## src/rtl/footsies_pkg.sv

```systemverilog
// Shared definitions for the footsies character logic: reaction state encoding,
// default frame timings and damage values.
package footsies_pkg;

  typedef enum logic [2:0] {
    RS_ACTIVE    = 3'd0,
    RS_HITSTUN   = 3'd1,
    RS_BLOCKSTUN = 3'd2,
    RS_INVULN    = 3'd3,
    RS_KO        = 3'd4
  } react_state_t;

  localparam int HITSTUN_FRAMES_DEF   = 20;
  localparam int BLOCKSTUN_FRAMES_DEF = 12;
  localparam int INVULN_FRAMES_DEF    = 8;
  localparam int MAX_HEALTH_DEF       = 3;
  localparam int DMG_NORMAL_DEF       = 1;
  localparam int DMG_DIR_DEF          = 2;

  function automatic int max3(input int a, input int b, input int c);
    int m;
    m = (a > b) ? a : b;
    return (m > c) ? m : c;
  endfunction

endpackage

```

## src/rtl/frame_countdown.sv

```systemverilog
// Loadable frame down-counter; done flags the tick that finishes the count.
module frame_countdown #(
  parameter int CW = 5
) (
  input  logic          clk,
  input  logic          rst_n,
  input  logic          clr,
  input  logic          load,
  input  logic [CW-1:0] load_val,
  input  logic          tick,
  output logic [CW-1:0] count,
  output logic          done
);

  assign done = tick && (count == CW'(1));

  // A load in the same cycle as a tick takes the full value; that tick is dropped.
  always_ff @(posedge clk) begin
    if (!rst_n) begin
      count <= '0;
    end else if (clr) begin
      count <= '0;
    end else if (load) begin
      count <= load_val;
    end else if (tick && (count != '0)) begin
      count <= count - CW'(1);
    end
  end

endmodule

```

## src/rtl/hit_reaction_fsm.sv

```systemverilog
// Target-side hit/block responder: turns collision verdicts into stun timing,
// invulnerability, damage and KO, and feeds blocking/hurtbox state back.
module hit_reaction_fsm
  import footsies_pkg::*;
#(
  parameter int HITSTUN_FRAMES   = HITSTUN_FRAMES_DEF,
  parameter int BLOCKSTUN_FRAMES = BLOCKSTUN_FRAMES_DEF,
  parameter int INVULN_FRAMES    = INVULN_FRAMES_DEF,
  parameter int MAX_HEALTH       = MAX_HEALTH_DEF,
  parameter int DMG_NORMAL       = DMG_NORMAL_DEF,
  parameter int DMG_DIR          = DMG_DIR_DEF,
  parameter int HW               = $clog2(MAX_HEALTH + 1)
) (
  input  logic          clk,
  input  logic          rst_n,
  input  logic          frame_tick,
  input  logic          got_hit_target,
  input  logic          got_blocked_target,
  input  logic          attacker_diratk_flag,
  input  logic          back_held,
  input  logic          self_attacking,
  input  logic          round_reset,
  output logic          target_is_blocking,
  output logic          target_hurtbox_active,
  output logic [HW-1:0] health,
  output logic          in_hitstun,
  output logic          in_blockstun,
  output logic          ko,
  output logic          hit_pulse,
  output logic          block_pulse
);

  localparam int CW = $clog2(max3(HITSTUN_FRAMES, BLOCKSTUN_FRAMES, INVULN_FRAMES) + 1);

  function automatic logic [HW-1:0] sat_sub(input logic [HW-1:0] h, input int d);
    if (d >= int'(h)) return '0;
    return h - HW'(d);
  endfunction

  react_state_t  state;
  logic [CW-1:0] cnt_count;
  logic [CW-1:0] cnt_val;
  logic          cnt_load;
  logic          cnt_done;
  logic [HW-1:0] health_hit;

  assign health_hit = sat_sub(health, attacker_diratk_flag ? DMG_DIR : DMG_NORMAL);

  always_comb begin
    cnt_load = 1'b0;
    cnt_val  = CW'(HITSTUN_FRAMES);
    if (state == RS_ACTIVE && got_hit_target) begin
      cnt_load = (health_hit != '0);
      cnt_val  = CW'(HITSTUN_FRAMES);
    end else if (state == RS_ACTIVE && got_blocked_target) begin
      cnt_load = 1'b1;
      cnt_val  = CW'(BLOCKSTUN_FRAMES);
    end else if (state == RS_HITSTUN && cnt_done) begin
      cnt_load = 1'b1;
      cnt_val  = CW'(INVULN_FRAMES);
    end
  end

  frame_countdown #(.CW(CW)) u_countdown (
    .clk      (clk),
    .rst_n    (rst_n),
    .clr      (round_reset),
    .load     (cnt_load),
    .load_val (cnt_val),
    .tick     (frame_tick),
    .count    (cnt_count),
    .done     (cnt_done)
  );

  always_ff @(posedge clk) begin
    if (!rst_n || round_reset) begin
      state       <= RS_ACTIVE;
      health      <= HW'(MAX_HEALTH);
      hit_pulse   <= 1'b0;
      block_pulse <= 1'b0;
    end else begin
      hit_pulse   <= 1'b0;
      block_pulse <= 1'b0;
      case (state)
        RS_ACTIVE: begin
          // Verdicts stay high for the whole overlap; only ACTIVE listens to them.
          if (got_hit_target) begin
            health    <= health_hit;
            hit_pulse <= 1'b1;
            state     <= (health_hit == '0) ? RS_KO : RS_HITSTUN;
          end else if (got_blocked_target) begin
            block_pulse <= 1'b1;
            state       <= RS_BLOCKSTUN;
          end
        end
        RS_HITSTUN:   if (cnt_done) state <= RS_INVULN;
        RS_BLOCKSTUN: if (cnt_done) state <= RS_ACTIVE;
        RS_INVULN:    if (cnt_done) state <= RS_ACTIVE;
        RS_KO:        state <= RS_KO;
        default:      state <= RS_ACTIVE;
      endcase
    end
  end

  assign in_hitstun            = (state == RS_HITSTUN);
  assign in_blockstun          = (state == RS_BLOCKSTUN);
  assign ko                    = (state == RS_KO);
  assign target_hurtbox_active = (state == RS_ACTIVE) || (state == RS_HITSTUN) ||
                                 (state == RS_BLOCKSTUN);
  // Unregistered on purpose: the collision checker must see a block on the overlap cycle.
  assign target_is_blocking    = (state == RS_BLOCKSTUN) ||
                                 ((state == RS_ACTIVE) && back_held && !self_attacking);

endmodule
```

## config.mk

```make
export PLATFORM = sky130hd
export DESIGN_NAME = hit_reaction_fsm
export DESIGN_NICKNAME = d
export VERILOG_FILES = /design/src/rtl/footsies_pkg.sv /design/src/rtl/frame_countdown.sv /design/src/rtl/hit_reaction_fsm.sv
export SDC_FILE = /design/constraint.sdc
export NUM_CORES = 1
export LEC_CHECK = 0
export ABC_CLOCK_PERIOD_IN_PS = 3700
export BUFFER_PORTS_ARGS = -buffer_cell sky130_fd_sc_hd__buf_2
export CORE_MARGIN = 5
export CORE_UTILIZATION = 25
export CTS_BUF_LIST = sky130_fd_sc_hd__clkbuf_16
export CTS_CLUSTER_SIZE = 25
export DETAILED_ROUTE_END_ITERATION = 10
export PLACE_DENSITY = 0.4
export SYNTH_ARGS = -nofsm -noshare
export SYNTH_HDL_FRONTEND = slang
export SYNTH_SLANG_ARGS = --single-unit
```

## constraint.sdc

```tcl
create_clock -name clk -period 3.7 [get_ports clk]
set_clock_uncertainty 0.15 [all_clocks]
set_input_delay 0.74 -clock clk [delete_from_list [all_inputs] [get_ports clk]]
set_output_delay 0.74 -clock clk [all_outputs]
set_load 0.02 [all_outputs]
```

# Word-level counts from Yosys, hierarchy flattened

Cells that the tools add are included.

Add/subtract/negate cells: 2
$lt $le $gt $ge: 1
Eq/ne operators: 8
Multiplexer cells: 20
Bitwise operators: 2
Reductions and logical operators: 24

Operator list:

| cell                                                | count |
|---|---|
| 2-to-1 mux 5 bit                                    | 5 |
| 2-to-1 mux 3 bit                                    | 5 |
| case mux 3 bit (4 select lines)                     | 1 |
| logical AND 1 bit                                   | 7 |
| equality test 3 x 2 -> 1 bit, second input constant | 2 |
| 2-to-1 mux 1 bit                                    | 6 |
| 2-to-1 mux 2 bit                                    | 3 |
| OR reduction 2 bit                                  | 3 |
| equality test 5 x 1 -> 1 bit, second input constant | 1 |
| nonzero test 5 bit                                  | 1 |
| subtractor 5 x 1 -> 5 bit, second input constant    | 1 |
| logical OR 1 bit                                    | 4 |
| != test 2 x 1 -> 1 bit, second input constant       | 2 |
| nonzero test 2 bit                                  | 2 |
| equality test 3 x 1 -> 1 bit, second input constant | 1 |
| equality test 3 bit, second input constant          | 1 |
| zero test 3 bit                                     | 1 |
| != test 3 bit, second input constant                | 1 |
| AND reduction 3 bit                                 | 1 |
| OR reduction 3 bit                                  | 1 |
| >= comparator 2 bit                                 | 1 |
| zero test 1 bit                                     | 2 |
| zero test 2 bit                                     | 1 |
| NOT 1 bit                                           | 2 |
| 2 further kinds                                     | 2 |

Register bits: 12
Bits of input ports: 9
Word-level logic and storage cells: 62

# Longest topological paths before layout

Gate-level depths: netlist of the first run.

Depth in word-level cells: 8
Mapped depth: 9

# Cells and area by module

From an unflattened synthesis of the first run, not the netlist that was laid out.

Cells, all modules: 97
Area total of the unflattened synthesis: 795.8 µm²

By module, submodules not included:

| module           | instances | cells each | area each (µm²) |
|---|---|---|---|
| hit_reaction_fsm | 1         | 58         | 479.2 |
| frame_countdown  | 1         | 39         | 316.6 |

# Worst setup path after synthesis of the first run

No wires, ideal clock.

Path kind: input port to flip-flop
Start: input attacker_diratk_flag
End: register u_countdown.count[2]
Arrival time: 2.312 ns
Slack: 1.152 ns
Stages on the path: 9
Path through: inv_1 > ha_1 > inv_1 > fa_1 > nand2b_1 > a21boi_2 > nand2_1 > a21o_1 > a221oi_2

Longest elaborated chain between the ends: 7
Elaborated cells on any way between the ends: 9
Those cells by class: add/sub: 1; order compare: 1; mux: 5; reduce/logical: 2

Ends and longest elaborated chain:

| item                                                          | line                   | RTL |
|---|---|---|
| from (decl)                                                   | hit_reaction_fsm.sv:19 | `input logic attacker_diratk_flag,` |
| 2-to-1 mux 2 bit (*)                                          | hit_reaction_fsm.sv:47 | `assign health_hit = sat_sub(health, attacker_diratk_flag ? DMG_DIR : DMG_NORMAL);` |
| >= comparator 2 bit                                           | hit_reaction_fsm.sv:36 | `if (d >= int'(h)) return '0;` |
| 2-to-1 mux 1 bit                                              | hit_reaction_fsm.sv:36 |  |
| 2-to-1 mux 2 bit (*)                                          | hit_reaction_fsm.sv:37 | `return h - HW'(d);` |
| nonzero test 2 bit (*)                                        | hit_reaction_fsm.sv:53 | `cnt_load = (health_hit != '0);` |
| 2-to-1 mux 1 bit (*)                                          | hit_reaction_fsm.sv:52 | `if (state == RS_ACTIVE && got_hit_target) begin` |
| 2-to-1 mux 5 bit / nonzero test 2 bit (equally long branches) | n/a                    |  |
| to (signal assigned)                                          | frame_countdown.sv:24  | `count <= load_val;` |
| to (signal assigned)                                          | frame_countdown.sv:26  | `count <= count - CW'(1);` |
| to (decl)                                                     | frame_countdown.sv:11  | `output logic [CW-1:0] count,` |

Mark *: on every way between the ends. The rest lies on a longest branch, timed or not.
A chain may end at the register's enable or synchronous reset.

# Worst setup path in the final report of the first run

Ends and elaborated chain as after synthesis.

==> results of run 1 <==
final timing paths:
check	start	cells after the start	to
worst min-delay path	health[0]	1	health[0]
worst min register to register	health[0]	1	health[0]
worst max register to register	health[0]	9	u_countdown.count[2]
worst max-delay path	attacker_diratk_flag	10	u_countdown.count[2]
metal layers:
layer | track usage (%) | share of wire (%)
met5 | 0 | 0
met4 | 5.330 | 2.3
met3 | 3.231 | 5.4
met2 | 13.14 | 44
met1 | 10.77 | 48
final cells by class:
class	instances	share of cell area [%]
inverters	7	2.672
multi-input cells	65	50.64
clock inverters	1	0.3817
well taps	44	5.598
clock buffers	3	7.634
flip-flops and latches	12	24.43
repair buffers	17	8.651
cell usage in the layout, fill, tap and decap left out, types with 2 or more instances in the layout:
cell type / instances
buf_2: 17
nor3_1: 3
a211oi_1: 3
nor3b_1: 3
ha_1: 5
inv_1: 7
nand2b_1: 4
nor2_1: 7
nand2_1: 5
nand3_1: 2
a211o_1: 2
nand3b_1: 2
nor4_1: 2
dfxtp_1: 12
clkbuf_16: 3
nor3_2: 2
a21oi_1: 5
state kept, by name, summed over array words and instances, names as in the netlist:
| name | cells |
|---|---|
| u_countdown.count | 5 |
| state | 3 |
| health | 2 |
| block_pulse | 1 |
| hit_pulse | 1 |
power breakdown:
part           switching, mW  internal, mW
logic                 0.0511        0.0404
registers             0.0107         0.137
clock network         0.0626         0.143
per-stage QoR:
step                power [mW]  setup slack, ns  instances  instance area [um^2]  utilization [%]
finish                  0.4445            1.164        149                 983.4            32.21
global route            0.4733            1.017        149                 983.4            32.21
CTS                     0.4524            1.153        149                 983.4            32.21
detailed placement      0.2423           0.8986        145                 904.6            29.63
global placement        0.2428           0.9939        145                 904.6            29.63
floorplan               0.2217            1.152         88                 795.8                -
Yosys cell counts (2+ instances only):
| library cell | count |
|---|---|
| a211o_1 | 2 |
| a211oi_1 | 3 |
| a21oi_1 | 5 |
| buf_6 | 2 |
| dfxtp_1 | 12 |
| ha_1 | 5 |
| inv_1 | 7 |
| nand2_1 | 5 |
| nand2b_1 | 4 |
| nand3_1 | 2 |
| nand3b_1 | 2 |
| nor2_1 | 7 |
| nor3_1 | 3 |
| nor3_2 | 2 |
| nor3b_1 | 3 |
| nor4_1 | 2 |
kinds of logic after synthesis:
| logic type | after synthesis | synth area share (%) |
|---|---|---|
| simple gates | 36 | 26.42 |
| compound gates | 21 | 23.27 |
| flops | 12 | 30.19 |
| buf+inv | 11 | 7.232 |
| fa+ha+maj | 6 | 10.38 |
| xor+xnor | 1 | 1.101 |
| mux | 1 | 1.415 |
==> summary.md, run 1 <==
| Metric | Value |
|---|---|
| Yosys reg bits | 12 |
| Top-level I/O count | 18 |
| Post-route ant nets | 0 |
| Post-CTS Setup Repair Bufs | 0 |
| Core Footprint | just over 3000 um^2 |
| # rows | 20 |
| Total global-route track usage | around 9% |
| Setup crit end kind | register |
| Worst VDD drop | between 100 and 150 uV |
| Dominant synthesized flop cell | dfxtp_1 |
| Final hold vios | 0 |
| Area Overhead vs Synth | 23.58% |
| Layout cell share with drive strength beyond 1 | between 20 and 30% |
| Initial antenna violation count | 0 |
| Die Y | around 66 um |
| Cell taking the most area after synthesis | dfxtp_1 |
| Register area | 240.2 um^2 |
| Port buffer count | 17 |
| CP max stage cell | fa_1 |
| Mapped Cells | between 80 and 90 |
| Worst hold slack | between 0.3 and 0.4 ns |
| Hold-fix buffer count after cts | 0 |
| Reg2reg setup slack | 1.53 ns |
| Die area | about 4400 um^2 |
| Bufs and invs on worst path | 3 |
| ANT cells | 0 |
| PostCTS Resize Cnt | 0 |
| Layout Nets | between 100 and 150 |
| Vias per cell | 4.342 |
| Die width | around 66 um |
| HP Class | register to register |
| EDFF count, synth | 0 |
| Final setup fails | 0 |
| Clk buf depth | 2 |
| CP peak stage delay | 0.50 ns |
| Top cell type's share of synthesized area | between 30 and 40% |
| CP Launch Type | primary input |
| Ys Warns | 0 |
| Mapped Avg Cell Area | between 9 and 10 um^2 |
| Critical path's top delay family | compound AO/OA/AOI/OAI gates |
| Setup TNS | 0 ns |
| CTS Buf Count | 3 |
| Worst skew pair latency | 0.24 ns |
| HPWL Detailed | between 1 and 1.5 mm |
| Cell Chain, Critical Path | buf_2 > inv_1 > ha_1 > inv_1 > fa_1 > nand2b_1 > a21boi_2 > nand2_1 > a21o_1 > a221oi_2 |
| Fmax | roughly 400 MHz |
| Footprint of the multi-input gates | between 400 and 500 um^2 |
| Filler cells | approximately 340 |
| Sequential fraction of the synthesis area | about 30% |
| Min Tclk post-route | ~2.5 ns |
| First-pass GRT wire length | 2.870 mm |
| Required time worst endpoint | 3.71 ns |
| RSZ-0062 raised after global routing | false |
| CTS Sinks | 12 |
| Mapped cell area | 795.8 um^2 |
| First drt pass iteration count | 3 |
| Vias in the first global route | 638 |
| Final RePlAce weighted congestion | around 0.69 |
| WL per Instance | ~12 um |
| Clock Tree Root | clkbuf_16 |
| Worst EP arrival | around 2.6 ns |
| Synthesized Nets | 103 |
| Worst-Margin Slew | about 0.47 ns |
| PwrDens | 452.0 nW/um^2 |
| Synth async-reset ratio | 0% |
| DR iter-0 viols | 21 |
| Synth cell types | 38 |
| Starting Density | around a quarter |
| H-tree depth | 1 |
| Cell repeated most along the worst path | inv_1 |
| Max_cap viols | 0 |
| Clock Pin Slew Worst Setup and Hold Paths | around 0.05 ns |
| Drc violations | 0 |
| Synth top area cells | dfxtp_1 (30%), ha_1 (7.9%), o2bb2ai_4 (3.5%) |
| Vias | 647 |
| CP Max Fanout | 5 |
| Post-Route WL | between 1.5 and 2 mm |
| Status | complete, no violations |
| Pins Over Slew Limit | 0 |
| Fin crit share | about two thirds |
| Crit Path Class | primary input to register |
| Leakage Power | 0.4150 nW |
| CTS tree | built |
| Slew margin rel. | ~69% |
| GRT overflow | 0 |
| Largest net degree at the start of global routing | 12 |
Power figures use the tool's default switching activity.
==> run 2: changes to the inputs <==
- ABC_AREA: default -> 1
- ABC_CLOCK_PERIOD_IN_PS: 3700 -> 2300
- PLACE_DENSITY: 0.4 -> 0.41
- clock period: 3.7 -> 2.3 ns (I/O delays scaled with it)
==> run 2 against run 1 <==
Via count grew 17%. Global-route usage grew 0.69 points. Sequential power grew 62%. Worst hold slack worse by 0.051 ns. Critical path depth unchanged. Combinational power grew to 2.5 times the previous value. Clock power grew 54%. Largest cell class unchanged.
==> summary.md, run 2 <==
| Metric | Value |
|---|---|
| Status | complete, no violations |
| Most common cell in the netlist | nand2_1 |
| Yosys reg bits | 12 (unchanged) |
| Hold Crit Start | got_hit_target |
| R2R Path Start | health[0] |
| Layout cell share with drive strength beyond 1 | 32.12% (+3.5 points) |
| CTS tree | built |
| Total global-route track usage | 9.543% (+0.69 points) |
| Mux share of post-synthesis cell area | 0% (-1.4 points) |
| GRT overflow | 0 (unchanged) |
| Mapped Avg Cell Area | 7.344 um^2 (-19%) |
| Final setup fails | 0 (unchanged) |
| Vias per cell | 4.126 (-5.0%) |
| Clock Tree Root | clkbuf_16 |
| Total power | 0.7878 mW (+77%) |
| CTS Buf Count | 3 (unchanged) |
| Crit Path Class | register to register |
| Top-level I/O count | 18 (unchanged) |
| Mapped cell area | 844.6 um^2 (+6.1%) |
| Worst skew pair latency | 0.24 ns (about the same) |
| First-pass GRT wire length | 3.229 mm (+13%) |
| Synth cell types | 29 (-24%) |
| First drt pass iteration count | 4 (+1) |
| Slew margin rel. | 78.33% (+9.4 points) |
| Clock share of power | 40.4% (-5.8 points) |
| Fin cells | 183 (+23%) |
| Top Registers | u_countdown.count x5, state x3, health x2 |
| Setup TNS | 0 ns (unchanged) |
| CP Launch Type | register |
| Worst-Margin Slew | 0.3228 ns (-0.1438 ns) |
| Synth Area in Adders | 9.778% (-0.60 points) |
| PwrDens | 731.2 nW/um^2 (+62%) |
| Area Overhead vs Synth | 27.56% |
| Most common cell after layout, fill and taps aside | nand2_1 |
| Pins Over Slew Limit | 0 (unchanged) |
| Die Y | 68.12 um (+2.6%) |
| Post-route ant nets | 0 (unchanged) |
| Vias in the first global route | 785 (+23%) |
| DR iter-0 viols | 37 (+76%) |
| Synth top area cells | dfxtp_1 (28%), nand2_1 (8.9%), inv_1 (7.6%) |
| Psw | 0.2520 mW (+100%) |
| Filler cells | 399 (+16%) |
| Die area | 4640 um^2 (+5.2%) |
| HP Class | primary input to register |
| Setup crit end kind | register |
| Final hold vios | 0 (unchanged) |
| Die width | 68.12 um (+2.6%) |
| Net Sw Frac | 31.99% (+4.0 points) |
| Cell taking the most area after synthesis | dfxtp_1 |
| Leakage Power | 0.5282 nW (+27%) |
| Fin crit share | between 80 and 90% |
| CTS Sinks | 12 (unchanged) |
| WL met3 | 100 um (+8.7%) |
| Required time worst endpoint | 2.27 ns (-1.44 ns) |
| Beginning of the critical path | health[0] |
| Starting Density | 25.51% (-0.56 points) |
| Fmax | 503.3 MHz |
| Final RePlAce weighted congestion | 0.6933 (-0.14%) |
| Clk buf depth | 2 (unchanged) |
| Vias | 755 (+17%) |
| Post-CTS Setup Repair Bufs | 0 (unchanged) |
| Port buffer count | 17 (unchanged) |
| Met2 wire length | 797 um (+5.7%) |
| Worst VDD drop | 187.6 uV (+30%) |
| Compound-Gate Fraction of Synth Area | 10.22% (-13 points) |
| Top reg by flops | u_countdown.count |
| Dominant synthesized flop cell | dfxtp_1 |
| WL per Instance | 9.776 um (-15%) |
| HPWL Detailed | 1.428 mm (+12%) |
| Sequential fraction of the synthesis area | 28.44% (-1.7 points) |
| Max FFs per register | 5 (unchanged) |
| H-tree depth | 1 (unchanged) |
| Simple-Gate Fraction of Synth Area | 38.67% (+12 points) |
| PostCTS Resize Cnt | 0 (unchanged) |
| Top cell type's share of synthesized area | 28.44% (-1.7 points) |
| Mapped Cells | 115 (+31%) |
| RSZ-0062 raised after global routing | false |
| Final core occ | 32.54% (+0.33 points) |
| Synth async-reset ratio | 0% (unchanged) |
| Largest net degree at the start of global routing | 8 (-4) |
| Post-Route WL | 1.789 mm (+4.4%) |
| Synthesized Nets | 130 (+26%) |
| Placed cell count | 180 (+24%) |
| Largest family of logic cells by synthesized area | simple AND/OR/NAND/NOR gates |
| Clock Pin Slew Worst Setup and Hold Paths | 0.04 ns (about the same) |
| Max layer used | met4 |
| EDFF count, synth | 0 (unchanged) |
| Max_cap viols | 0 (unchanged) |
| Drc violations | 0 (unchanged) |
| Comb pwr share | 29.4% (+8.8 points) |
| ANT cells | 0 (unchanged) |
| Worst EP arrival | 1.96 ns (-0.59 ns) |
| Layout Nets | 154 (+27%) |
| DRT met1 WL | 852 um (+2.9%) |
| Commonest non-fill, non-tap cells in the layout | nand2_1 (20), inv_1 (17), buf_2 (17) |
| Reg power frac | 30.2% (-3.0 points) |
| Internal | 0.5358 mW (+67%) |
| Hold-fix buffer count after cts | 0 (unchanged) |
| Ys Warns | 0 (unchanged) |
| CP Max Fanout | 7 (+2) |
| Top cell types by occurrence after synthesis | nand2_1 (20), inv_1 (17), dfxtp_1 (12), nor2_1 (12), nand3_1 (9) |
| Core Footprint | 3311 um^2 (+8.4%) |
| Initial antenna violation count | 0 (unchanged) |
| Post-Synth XOR/XNOR Area | 3.111% (+2.0 points) |
| # rows | 21 (+5.0%) |
| Min Tclk post-route | between 1.5 and 2 ns |
==> run 2: final timing paths <==
path	end	slack, ns	cells after the start
worst max register to register	u_countdown.count[3]	0.31	10
worst min-delay path	block_pulse	0.29	2
worst min register to register	health[0]	0.35	2
worst max-delay path	u_countdown.count[3]	0.31	10
==> run 2: worst max-delay path, stage by stage, from the launching register on <==
cell and delay [ns]:
dfxtp_1 0.32, inv_1 0.05, ha_1 0.17, inv_1 0.06, fa_1 0.42, o21ai_1 0.31, nand2_4 0.09, nand2_4 0.13
nand2_1 0.06, nand2_1 0.07, a21oi_2 0.04
==> run 2: logic make-up (layout without fill, tap and decap cells) <==
kind of cell | count (synthesis) | in the layout
adders and majority gates | 6 | 6
AOI/OAI and AO/OA | 14 | 14
xor gates and xnor gates | 3 | 3
and+or+nand+nor | 58 | 58
DFF | 12 | 12
buffers and inverters | 22 | 44
==> run 2: area by class of cell <==
cell class,instances,area [um^2],area share (%)
well taps,46,57.56,5.343
repair buffers,19,100.1,9.292
inverters,22,82.58,7.666
multi-input cells,81,521.8,48.43
clock buffers,3,75.07,6.969
flip-flops and latches,12,240.2,22.30
==> run 2: power groups by stage <==
stage | registers (mW) | clock network, mW | logic [mW]
after floorplan | 0.245 | 0 | 0.180
after global placement | 0.242 | 0 | 0.234
after detailed placement | 0.242 | 0 | 0.235
after CTS | 0.239 | 0.326 | 0.236
after global routing | 0.241 | 0.334 | 0.267
final | 0.238 | 0.318 | 0.232
==> run 2: layer usage <==
metal  up-vias  GRT usage [%]
li1        407              -
met1       331          10.98
met2        12          15.16
met3         5          4.105
met4         0          4.467
met5         -              0
==> run 2: metrics by stage <==
stage	hold WS (ns)	cell area [um^2]	worst slack (ns)
global placement	0.3491	1002	0.1180
detailed placement	0.3390	1002	0.04993
CTS	0.2862	1077	0.2877
global route	0.2983	1077	0.1737
finish	0.2859	1077	0.3132
floorplan	0.3310	844.6	0.2199
